File: src/rtl/alu_pkg.sv
// Shared definitions for the ALU command sequencer: opcodes, FSM states and the
// queued command entry layout.
package alu_pkg;

    localparam logic [3:0] ADD       = 4'h0;
    localparam logic [3:0] SUB       = 4'h1;
    localparam logic [3:0] SHL       = 4'h2;
    localparam logic [3:0] SHR       = 4'h3;
    localparam logic [3:0] AND       = 4'h4;
    localparam logic [3:0] OR        = 4'h5;
    localparam logic [3:0] XOR       = 4'h6;
    localparam logic [3:0] NOT       = 4'h7;
    localparam logic [3:0] DEC       = 4'h8;
    localparam logic [3:0] INC       = 4'h9;
    localparam logic [3:0] MODE_LAST = 4'h9;

    localparam int CMD_W = 37;

    typedef enum logic [1:0] {
        IDLE  = 2'd0,
        DRIVE = 2'd1,
        DONE  = 2'd2
    } state_t;

    typedef struct packed {
        logic        use_acc;
        logic [3:0]  mode;
        logic [15:0] a;
        logic [15:0] b;
    } cmd_entry_t;

    function automatic logic mode_is_legal(input logic [3:0] mode);
        return (mode <= MODE_LAST);
    endfunction

    // Only add/subtract produce a meaningful carry/borrow in bit 16.
    function automatic logic mode_has_carry(input logic [3:0] mode);
        return (mode == ADD) || (mode == SUB);
    endfunction

endpackage

File: src/rtl/alu_cmd_seq_if.sv
// Bundle of command, ALU-operand and result channels of the sequencer.
// slave is the sequencer side, master is the producer/ALU/consumer side.
interface alu_cmd_seq_if #(parameter int W = 16);

    logic         cmd_valid;
    logic         cmd_ready;
    logic [3:0]   cmd_mode;
    logic [W-1:0] cmd_a;
    logic [W-1:0] cmd_b;
    logic         cmd_use_acc;

    logic [W-1:0] alu_a;
    logic [W-1:0] alu_b;
    logic [3:0]   alu_mode;
    logic [W:0]   alu_out;

    logic         res_valid;
    logic         res_ready;
    logic [W:0]   res_data;
    logic         res_zero;
    logic         res_carry;
    logic         res_illegal;

    modport master (
        output cmd_valid, cmd_mode, cmd_a, cmd_b, cmd_use_acc, alu_out, res_ready,
        input  cmd_ready, alu_a, alu_b, alu_mode, res_valid, res_data,
               res_zero, res_carry, res_illegal
    );

    modport slave (
        input  cmd_valid, cmd_mode, cmd_a, cmd_b, cmd_use_acc, alu_out, res_ready,
        output cmd_ready, alu_a, alu_b, alu_mode, res_valid, res_data,
               res_zero, res_carry, res_illegal
    );

endinterface

File: src/rtl/alu_cmd_seq_cmd_fifo.sv
// Synchronous FIFO with full/empty flags and an occupancy count; head entry is
// presented combinationally on dout.
module cmd_fifo #(
    parameter  int WIDTH = 37,
    parameter  int DEPTH = 4,
    localparam int AW    = $clog2(DEPTH)
) (
    input  logic             clk,
    input  logic             rst_n,
    input  logic             push,
    input  logic             pop,
    input  logic [WIDTH-1:0] din,
    output logic [WIDTH-1:0] dout,
    output logic             full,
    output logic             empty,
    output logic [AW:0]      count
);

    localparam logic [AW:0] FULL_CNT = (AW+1)'(DEPTH);

    logic [WIDTH-1:0] mem_r [DEPTH];
    logic [AW-1:0]    wr_ptr_r;
    logic [AW-1:0]    rd_ptr_r;
    logic [AW:0]      count_r;
    logic             wr_en_s;
    logic             rd_en_s;

    assign wr_en_s = push && (count_r != FULL_CNT);
    assign rd_en_s = pop  && (count_r != (AW+1)'(0));

    // Pointer and occupancy bookkeeping
    always_ff @(posedge clk or negedge rst_n) begin
        if (!rst_n) begin
            wr_ptr_r <= AW'(0);
            rd_ptr_r <= AW'(0);
            count_r  <= (AW+1)'(0);
        end else begin
            if (wr_en_s) wr_ptr_r <= wr_ptr_r + AW'(1);
            if (rd_en_s) rd_ptr_r <= rd_ptr_r + AW'(1);
            case ({wr_en_s, rd_en_s})
                2'b10:   count_r <= count_r + (AW+1)'(1);
                2'b01:   count_r <= count_r - (AW+1)'(1);
                default: count_r <= count_r;
            endcase
        end
    end

    // Entry storage; contents are qualified by count so no reset is needed
    always_ff @(posedge clk) begin
        if (wr_en_s) mem_r[wr_ptr_r] <= din;
    end

    assign dout  = mem_r[rd_ptr_r];
    assign full  = (count_r == FULL_CNT);
    assign empty = (count_r == (AW+1)'(0));
    assign count = count_r;

endmodule

File: src/rtl/alu_cmd_seq.sv
// Sequencer in front of the 16-bit combinational ALU: queues commands, issues
// them one at a time, captures result plus flags, optionally chains the result.
module alu_cmd_seq
    import alu_pkg::*;
#(
    parameter int DEPTH = 4,
    parameter int W     = 16
) (
    input logic         clk,
    input logic         rst_n,
    alu_cmd_seq_if.slave bus
);

    localparam int AW = $clog2(DEPTH);
    localparam logic [AW:0] FULL_CNT = (AW+1)'(DEPTH);

    cmd_entry_t    push_entry_s;
    cmd_entry_t    head_s;
    logic          fifo_full_s;
    logic          fifo_empty_s;
    logic [AW:0]   fifo_count_s;
    logic          push_s;
    logic          pop_s;
    logic          load_s;
    logic          capture_s;
    logic          release_s;

    state_t        state_r;
    state_t        state_next_s;

    logic [W-1:0]  alu_a_r;
    logic [W-1:0]  alu_b_r;
    logic [3:0]    alu_mode_r;
    logic [W-1:0]  acc_r;
    logic          res_valid_r;
    logic [W:0]    res_data_r;
    logic          res_zero_r;
    logic          res_carry_r;
    logic          res_illegal_r;

    assign push_entry_s = '{use_acc: bus.cmd_use_acc, mode: bus.cmd_mode,
                            a: bus.cmd_a, b: bus.cmd_b};
    assign push_s       = bus.cmd_valid && !fifo_full_s;

    cmd_fifo #(
        .WIDTH (CMD_W),
        .DEPTH (DEPTH)
    ) u_cmd_fifo (
        .clk   (clk),
        .rst_n (rst_n),
        .push  (push_s),
        .pop   (pop_s),
        .din   (push_entry_s),
        .dout  (head_s),
        .full  (fifo_full_s),
        .empty (fifo_empty_s),
        .count (fifo_count_s)
    );

    // FSM state register
    always_ff @(posedge clk or negedge rst_n) begin
        if (!rst_n) begin
            state_r <= IDLE;
        end else begin
            state_r <= state_next_s;
        end
    end

    // Next-state and control strobes; DONE may release and reload in one cycle
    always_comb begin
        state_next_s = state_r;
        pop_s        = 1'b0;
        load_s       = 1'b0;
        capture_s    = 1'b0;
        release_s    = 1'b0;
        case (state_r)
            IDLE: begin
                if (!fifo_empty_s) begin
                    pop_s        = 1'b1;
                    load_s       = 1'b1;
                    state_next_s = DRIVE;
                end else begin
                    state_next_s = IDLE;
                end
            end
            DRIVE: begin
                capture_s    = 1'b1;
                state_next_s = DONE;
            end
            DONE: begin
                if (bus.res_ready) begin
                    release_s = 1'b1;
                    if (!fifo_empty_s) begin
                        pop_s        = 1'b1;
                        load_s       = 1'b1;
                        state_next_s = DRIVE;
                    end else begin
                        state_next_s = IDLE;
                    end
                end else begin
                    state_next_s = DONE;
                end
            end
            default: begin
                state_next_s = IDLE;
            end
        endcase
    end

    // Operand/opcode registers driving the ALU; acc is already current at load
    always_ff @(posedge clk or negedge rst_n) begin
        if (!rst_n) begin
            alu_a_r    <= {W{1'b0}};
            alu_b_r    <= {W{1'b0}};
            alu_mode_r <= 4'h0;
        end else if (load_s) begin
            alu_a_r    <= head_s.use_acc ? acc_r : head_s.a;
            alu_b_r    <= head_s.b;
            alu_mode_r <= head_s.mode;
        end
    end

    // Result capture, status flags and accumulator update
    always_ff @(posedge clk or negedge rst_n) begin
        if (!rst_n) begin
            res_valid_r   <= 1'b0;
            res_data_r    <= {(W+1){1'b0}};
            res_zero_r    <= 1'b0;
            res_carry_r   <= 1'b0;
            res_illegal_r <= 1'b0;
            acc_r         <= {W{1'b0}};
        end else if (capture_s) begin
            res_valid_r <= 1'b1;
            if (mode_is_legal(alu_mode_r)) begin
                res_data_r    <= bus.alu_out;
                res_zero_r    <= (bus.alu_out[W-1:0] == {W{1'b0}});
                res_carry_r   <= mode_has_carry(alu_mode_r) & bus.alu_out[W];
                res_illegal_r <= 1'b0;
                acc_r         <= bus.alu_out[W-1:0];
            end else begin
                res_data_r    <= {(W+1){1'b0}};
                res_zero_r    <= 1'b1;
                res_carry_r   <= 1'b0;
                res_illegal_r <= 1'b1;
            end
        end else if (release_s) begin
            res_valid_r <= 1'b0;
        end
    end

    assign bus.cmd_ready   = (fifo_count_s != FULL_CNT);
    assign bus.alu_a       = alu_a_r;
    assign bus.alu_b       = alu_b_r;
    assign bus.alu_mode    = alu_mode_r;
    assign bus.res_valid   = res_valid_r;
    assign bus.res_data    = res_data_r;
    assign bus.res_zero    = res_zero_r;
    assign bus.res_carry   = res_carry_r;
    assign bus.res_illegal = res_illegal_r;

endmodule

File: src/flat_wrapper.sv
// flat-port wrapper written by rule: the top's interface ports become plain ports
module alu_cmd_seq_flat import alu_pkg::*;
#(
    parameter int DEPTH = 4,
    parameter int W     = 16
)
  (clk, rst_n, bus_cmd_valid, bus_cmd_mode, bus_cmd_a, bus_cmd_b, bus_cmd_use_acc, bus_alu_out, bus_res_ready, bus_cmd_ready, bus_alu_a, bus_alu_b, bus_alu_mode, bus_res_valid, bus_res_data, bus_res_zero, bus_res_carry, bus_res_illegal);
  alu_cmd_seq_if #(.W(W)) bus_i ();
  input logic clk;
  input logic rst_n;
  input wire logic [$bits(bus_i.cmd_valid)-1:0] bus_cmd_valid;
  input wire logic [$bits(bus_i.cmd_mode)-1:0] bus_cmd_mode;
  input wire logic [$bits(bus_i.cmd_a)-1:0] bus_cmd_a;
  input wire logic [$bits(bus_i.cmd_b)-1:0] bus_cmd_b;
  input wire logic [$bits(bus_i.cmd_use_acc)-1:0] bus_cmd_use_acc;
  input wire logic [$bits(bus_i.alu_out)-1:0] bus_alu_out;
  input wire logic [$bits(bus_i.res_ready)-1:0] bus_res_ready;
  output wire logic [$bits(bus_i.cmd_ready)-1:0] bus_cmd_ready;
  output wire logic [$bits(bus_i.alu_a)-1:0] bus_alu_a;
  output wire logic [$bits(bus_i.alu_b)-1:0] bus_alu_b;
  output wire logic [$bits(bus_i.alu_mode)-1:0] bus_alu_mode;
  output wire logic [$bits(bus_i.res_valid)-1:0] bus_res_valid;
  output wire logic [$bits(bus_i.res_data)-1:0] bus_res_data;
  output wire logic [$bits(bus_i.res_zero)-1:0] bus_res_zero;
  output wire logic [$bits(bus_i.res_carry)-1:0] bus_res_carry;
  output wire logic [$bits(bus_i.res_illegal)-1:0] bus_res_illegal;
  assign bus_i.cmd_valid = bus_cmd_valid;
  assign bus_i.cmd_mode = bus_cmd_mode;
  assign bus_i.cmd_a = bus_cmd_a;
  assign bus_i.cmd_b = bus_cmd_b;
  assign bus_i.cmd_use_acc = bus_cmd_use_acc;
  assign bus_i.alu_out = bus_alu_out;
  assign bus_i.res_ready = bus_res_ready;
  assign bus_cmd_ready = bus_i.cmd_ready;
  assign bus_alu_a = bus_i.alu_a;
  assign bus_alu_b = bus_i.alu_b;
  assign bus_alu_mode = bus_i.alu_mode;
  assign bus_res_valid = bus_i.res_valid;
  assign bus_res_data = bus_i.res_data;
  assign bus_res_zero = bus_i.res_zero;
  assign bus_res_carry = bus_i.res_carry;
  assign bus_res_illegal = bus_i.res_illegal;
  alu_cmd_seq #(.DEPTH(DEPTH), .W(W)) u_core (.clk(clk), .rst_n(rst_n), .bus(bus_i));
endmodule
File: config.mk
export PLATFORM = sky130hd
export DESIGN_NAME = alu_cmd_seq_flat
export DESIGN_NICKNAME = d
export VERILOG_FILES = /design/src/rtl/alu_pkg.sv /design/src/rtl/alu_cmd_seq_if.sv /design/src/rtl/alu_cmd_seq_cmd_fifo.sv /design/src/rtl/alu_cmd_seq.sv /design/src/flat_wrapper.sv
export SDC_FILE = /design/constraint.sdc
export NUM_CORES = 1
export LEC_CHECK = 0
export CORE_MARGIN = 2
export CORE_UTILIZATION = 50
export DETAILED_ROUTE_END_ITERATION = 10
export HOLD_SLACK_MARGIN = 0.1
export PLACE_DENSITY_LB_ADDON = 0.2
export SYNTH_ARGS = -nofsm -noshare
export SYNTH_HDL_FRONTEND = slang
export SYNTH_HIERARCHICAL = 1
export SYNTH_SLANG_ARGS = --single-unit
File: constraint.sdc
create_clock -name clk -period 3.2 [get_ports clk]
set_input_delay 0.32 -clock clk [delete_from_list [all_inputs] [get_ports clk]]
set_output_delay 0.32 -clock clk [all_outputs]
set_load 0.05 [all_outputs]
# --- After elaboration in Yosys (flattened, before gate mapping) ---
# Memory sizes are Yosys's and may differ from the RTL's.
# Cells that the tools add are included.
totals:
  ramBits: 148
  output_inout_bits: 58
  reg_bits: 82
  latchBits: 0
  mem_count: 1
  wordCells: 59
  inputBits: 58
  mem_bits_ro: 0
mem_list:
  columns: ["memory", "words", "word_bits", "rd", "rd_ports_with_merged_regs", "wr", "line", "text"]
  rows:
  - ["u_core.u_cmd_fifo.mem_r", 4, 37, 1, 0, 1, "alu_cmd_seq_cmd_fifo.sv:21", "logic [WIDTH-1:0] mem_r [DEPTH];"]
op_classes:
  n_shift: 0
  order_cmp: 1
  n_eq_ne: 7
  multipliers: 0
  bitwise_logic: 1
  muxes: 19
  n_reduce_logical: 13
  div: 0
  n_addsub: 4
ops:
  columns: ["op", "count"]
  rows:
  - ["two-way mux 17 bit", 1]
  - ["logical NOT 16 bit", 1]
  - ["two-way mux 16 bit", 1]
  - ["two-way mux 1 bit", 13]
  - ["case mux 2 bit (3 select lines)", 1]
  - ["case mux 3 bit (2 select lines)", 1]
  - ["adder 2 x 1 -> 2 bit (second input constant)", 2]
  - ["== test 2 x 1 -> 1 bit (second input constant)", 2]
  - ["== test 2 bit (second input constant)", 2]
  - ["== test 4 x 1 -> 1 bit (second input constant)", 1]
  - ["<= comparator 4 bit (second input constant)", 1]
  - ["logical NOT 4 bit", 1]
  - ["nonzero test 2 bit", 2]
  - ["adder 3 x 1 -> 3 bit (second input constant)", 1]
  - ["== test 3 bit (second input constant)", 1]
  - ["logical AND 1 bit", 3]
  - ["logical NOT 3 bit", 1]
  - ["inequality test 3 bit (second input constant)", 1]
  - ["nonzero test 3 bit", 1]
  - ["subtractor 3 x 1 -> 3 bit (second input constant)", 1]
  - ["logical NOT 2 bit", 1]
  - ["two-way mux 2 bit", 1]
  - ["case mux 1 bit (2 select lines)", 1]
  - ["AND reduction 2 bit", 1]
  - ["other kinds (3)", 3]

# --- Longest topological paths before layout ---
logic_depth:
  ltp_word: 7
  mapped_depth: 11
  ltp_nobuf: 10

# --- By module ---
# Netlist, hierarchy kept.
by_module_without_submodules:
  columns: ["mod", "area_per_inst_um2", "n_inst", "seq_area_each_um2", "cells_each"]
  rows:
  - ["cmd_fifo", 5755.5, 1, 4619.4, 230]
  - ["alu_cmd_seq", 3091.7, 1, 1876.8, 197]

# --- Worst setup path after synthesis ---
# OpenSTA, ideal clock, no wires.
synth_path:
  path_kind: "register to register"
  startpoint: "reg u_core.u_cmd_fifo.count_r[2], in the netlist u_core/u_cmd_fifo/count[2]"
  endpoint: "mem u_core.u_cmd_fifo.mem_r[0][0], enable pin"
  period_less_slack_ns: 2.244
  setup_time_ns: 0.398
  stages_incl_launch_ff: 5
  n_path_buf: 0
  path_slack_ns: 0.956
  required_time_ns: 2.802
  arrival_ns: 1.846
  cell_sequence: "dfrtp_1 > nor3b_2 > nor2b_1 > nor2b_2 > and2_1"
synth_between:
  elab_chain_cells: 6
  elab_cells_between_ends: 7
  cone_classes: "2 x eq/ne; 2 x mux; 3 x reduce/logical"
synth_lines:
  columns: ["item", "line", "text"]
  rows:
  - ["from (decl)", "alu_cmd_seq_cmd_fifo.sv:24", "logic [AW:0] count_r;"]
  - ["from (signal assigned)", "alu_cmd_seq_cmd_fifo.sv:36", "count_r <= (AW+1)'(0);"]
  - ["from (signal assigned)", "alu_cmd_seq_cmd_fifo.sv:41", "2'b10: count_r <= count_r + (AW+1)'(1);"]
  - ["from (signal assigned)", "alu_cmd_seq_cmd_fifo.sv:42", "2'b01: count_r <= count_r - (AW+1)'(1);"]
  - ["== test 3 bit", "alu_cmd_seq_cmd_fifo.sv:54", "assign full = (count_r == FULL_CNT);"]
  - ["via u_core.fifo_full_s", "alu_cmd_seq.sv:19", "logic fifo_full_s;"]
  - ["logical NOT 1 bit", "alu_cmd_seq.sv:43", "assign push_s = bus.cmd_valid && !fifo_full_s;"]
  - ["logical AND 1 bit", "alu_cmd_seq.sv:43", null]
  - ["via u_core.push_s", "alu_cmd_seq.sv:22", "logic push_s;"]
  - ["logical AND 1 bit", "alu_cmd_seq_cmd_fifo.sv:28", "assign wr_en_s = push && (count_r != FULL_CNT);"]
  - ["two-way mux 1 bit", "alu_cmd_seq_cmd_fifo.sv:50", "if (wr_en_s) mem_r[wr_ptr_r] <= din;"]
  - ["two-way mux 1 bit (implied by the code)", "alu_cmd_seq_cmd_fifo.sv:50", null]
  - ["to (decl)", "alu_cmd_seq_cmd_fifo.sv:21", null]
# The timed path passes the listed nets, and every way through them passes these cells.

# --- Worst setup path in the final report ---
layout_path:
  startpoint: "reg u_core.u_cmd_fifo.count_r[0], in the netlist u_core/u_cmd_fifo/count[0]"
  endpoint: "out bus_cmd_ready"
layout_between:
  elab_chain_cells: 1
layout_lines:
  columns: ["item", "line", "text"]
  rows:
  - ["inequality test 3 bit", "alu_cmd_seq.sv:151", "assign bus.cmd_ready = (fifo_count_s != FULL_CNT);"]
  - ["to (decl)", "flat_wrapper.sv:18", "output wire logic [$bits(bus_i.cmd_ready)-1:0] bus_cmd_ready;"]
# Every way passes these cells.

==> results_dict.tcl <==
set metrics [dict create \
    clkLatencyLatePin_ps 500 \
    tns_ps 0 \
    grt_pass1_vias 4640 \
    cp_max_fo 6 \
    slowest_delay_ps 820 \
    drive_gt1_frac 0.296 \
    grt_pass1_wl_um 25700 \
    drtPass1Iterations 6 \
    synth_warnings 6 \
    rsz0062_at_grt "false" \
    max_freq_mhz 444 \
    clk_pin_slew_ps 60 \
    p_per_area_nw_per_um2 1110 \
    slew_violations 0 \
    area_delta_synth_final_pct 24.7 \
    core-area_sq_um 17300 \
    synth_top_area_cell "edfxtp_1" \
    critical_path_arrival_ps 1930 \
    root_buffer "clkbuf_16" \
    synth.area.top_cells "edfxtp_1, dfrtp_1, mux4_2" \
    drv_cap 0 \
    hpwl_um 10400 \
    multi_input_area_sq_um 2170 \
    skew_ps 15.0 \
    routed_wirelength_um 16200 \
    p_leak_nw 4.02 \
    placedCellCount 764 \
    required_ps 2880 \
    critPathLaunchType "register" \
    seq_area_frac_synth 0.734 \
    yosys.area.top_type_share 0.502 \
    worstMarginPinSlew_ps 860 \
    initial_core_util 0.512 \
    critical_path_class "register to output pin" \
    wl_per_cell_um 20.1 \
    die_w_um 137 \
    max_slew_margin 0.426 \
    fin_nets 629 \
    portBuffers 115 \
    synth_area_sq_um 8850 \
    final_antenna_net_count 0 \
    grtUsageTotal 0.181 \
    antenna_found_initial 0 \
    clockBufferDepth 3 \
    cts_buffers 23 \
    hold_ws_ps 420 \
    instances_no_fill 807 \
    cts_tree "yes" \
    synth_fp_nets 491 \
    die_h_um 137 \
    irDropWorstVdd_mv 0.715 \
    grt_overflow_total 0 \
    startpoint "u_core/u_cmd_fifo/count[0]$_DFFE_PN0P_" \
    cpMaxStageDelayCell "clkdlybuf4s50_1" \
    synth_ff_type "edfxtp_1" \
    avgViaCountPerCell 5.42 \
    end_kind "output pin" \
    status "finished, final reports clean" \
    synth_seq_cells 230 \
    crit_chain "nor2_1, nand2_1, clkdlybuf4s50_1" \
    drc_errors 0 \
    drt-initial-drc-count 261 \
    htree_levels 1 \
    async_flop_share 0.357 \
    hold_class "input port to register" \
    synthTopCellsByCount "edfxtp_1, dfrtp_1, mux2_2" \
    syn_inst 427 \
    rr_startpoint "u_core/u_cmd_fifo/rd_ptr_r[0]$_DFFE_PN0P_" \
    grt_max_degree 60 \
    fin_crit_sh 0.703 \
    regArea_sq_um 6500 \
    die-area_sq_um 18800 \
    vias 4372 \
    placementRows 48 \
    hp-start "bus_alu_out[16]" \
    clock_sinks 230 \
    gp_congestion 0.708 \
    synth_edf_count 148 \
    postSynthAreaPerCell_sq_um 20.7 \
    diodes 0 \
    cts_setup_buffers 0 \
    yosys.cell_count.top_type "edfxtp_1" \
    num-fill-cells 1205 \
    finalSetupViolCount 0 \
    hold_viol_final 0 \
    ys_types 35 \
    r2r_slack_ps 960 \
    finalCriticalPeriod_ps 2250 \
    io_pins 116 \
]
-- per-layer routing --
| layer | vias up | routed length, um | global-route usage |
|---|---|---|---|
| met5 | - | 0 | 0 |
| met4 | 0 | 178 | 0.0418 |
| met3 | 13 | 923 | 0.0356 |
| met2 | 133 | 7860 | 0.293 |
| met1 | 2263 | 7220 | 0.256 |
| li1 | 1963 | - | - |
-- cells in the final DEF (no fill, tap or decap), drive strengths merged, types with 4 or more instances in the layout --
master / n
clkdlybuf4s50: 114
nor4: 4
clkinv: 10
a22o: 17
nand2: 4
mux4: 37
and2: 4
mux2: 69
buf: 17
clkbuf: 24
inv: 11
edfxtp: 148
ha: 5
dfrtp: 82
a21oi: 5
-- power breakdown --
part	total, mW	switching (mW)	internal, mW
clock network	2.66	1.09	1.57
registers	4.59	0.446	4.15
logic	5.00	2.75	2.24
total	12.3	4.29	7.96
-- final cells by class --
class | count | share of cell area
flip-flops and latches | 230 | 0.589
multi-input cells | 169 | 0.197
repair buffers | 132 | 0.116
clock buffers | 24 | 0.0525
well taps | 225 | 0.0255
clock inverters | 18 | 0.0168
inverters | 9 | 0.00306
-- cell families after synthesis --
group	synth area share
buf+inv	0.0216
xor+xnor	0.00594
flops	0.734
mux	0.187
simple gates	0.0180
compound gates	0.0235
fa+ha+maj	0.00933
-- through the flow --
stage,total power [mW],area (sq um),utilization,setup WS (ps)
floorplan,8.29,8850,-,956
global placement,9.59,10300,0.593,742
detailed placement,9.70,10300,0.593,677
CTS,12.4,11000,0.638,900
global route,12.9,11000,0.638,809
finish,12.3,11000,0.638,949
-- state kept, by name, summed over array words and instances (netlist names) --
signal,flops
u_core/bus.res_zero,1
u_core/u_cmd_fifo/mem_r,148
u_core/acc_r,16
u_core/u_cmd_fifo/wr_ptr_r,2
u_core/bus.res_carry,1
u_core/bus.alu_mode,4
u_core/state_r,2
u_core/u_cmd_fifo/rd_ptr_r,2
u_core/bus.res_data,17
u_core/bus.res_illegal,1
u_core/bus.alu_a,16
u_core/bus.res_valid,1
u_core/u_cmd_fifo/count,3
u_core/bus.alu_b,16
-- critical path: cells and delay by family, from the launching register on --
family / cells / cell delay (ps)
DFF: 1 / 470
and+or+nand+nor: 2 / 140
buffers and inverters: 1 / 820
-- path summary, 6_finish.rpt --
check | endpoint | cells past startpoint
worst max-delay path | bus_cmd_ready | 3
worst min-delay path | u_core/bus.res_carry$_DFFE_PN0P_ | 3
worst max register to register | u_core/bus.alu_a[15]$_DFFE_PN0P_ | 3
worst min register to register | u_core/bus.res_carry$_DFFE_PN0P_ | 2
max in group asynchronous | u_core/bus.alu_b[12]$_DFFE_PN0P_ | 3
min in group asynchronous | u_core/acc_r[12]$_DFFE_PN0P_ | 2
-- timing repair --
action | CTS | global route
resized for setup | 0 | 0
hold buffers | 1 | 0
hold endpoints to repair | 57 | 0
Power figures use the tool's default switching activity.
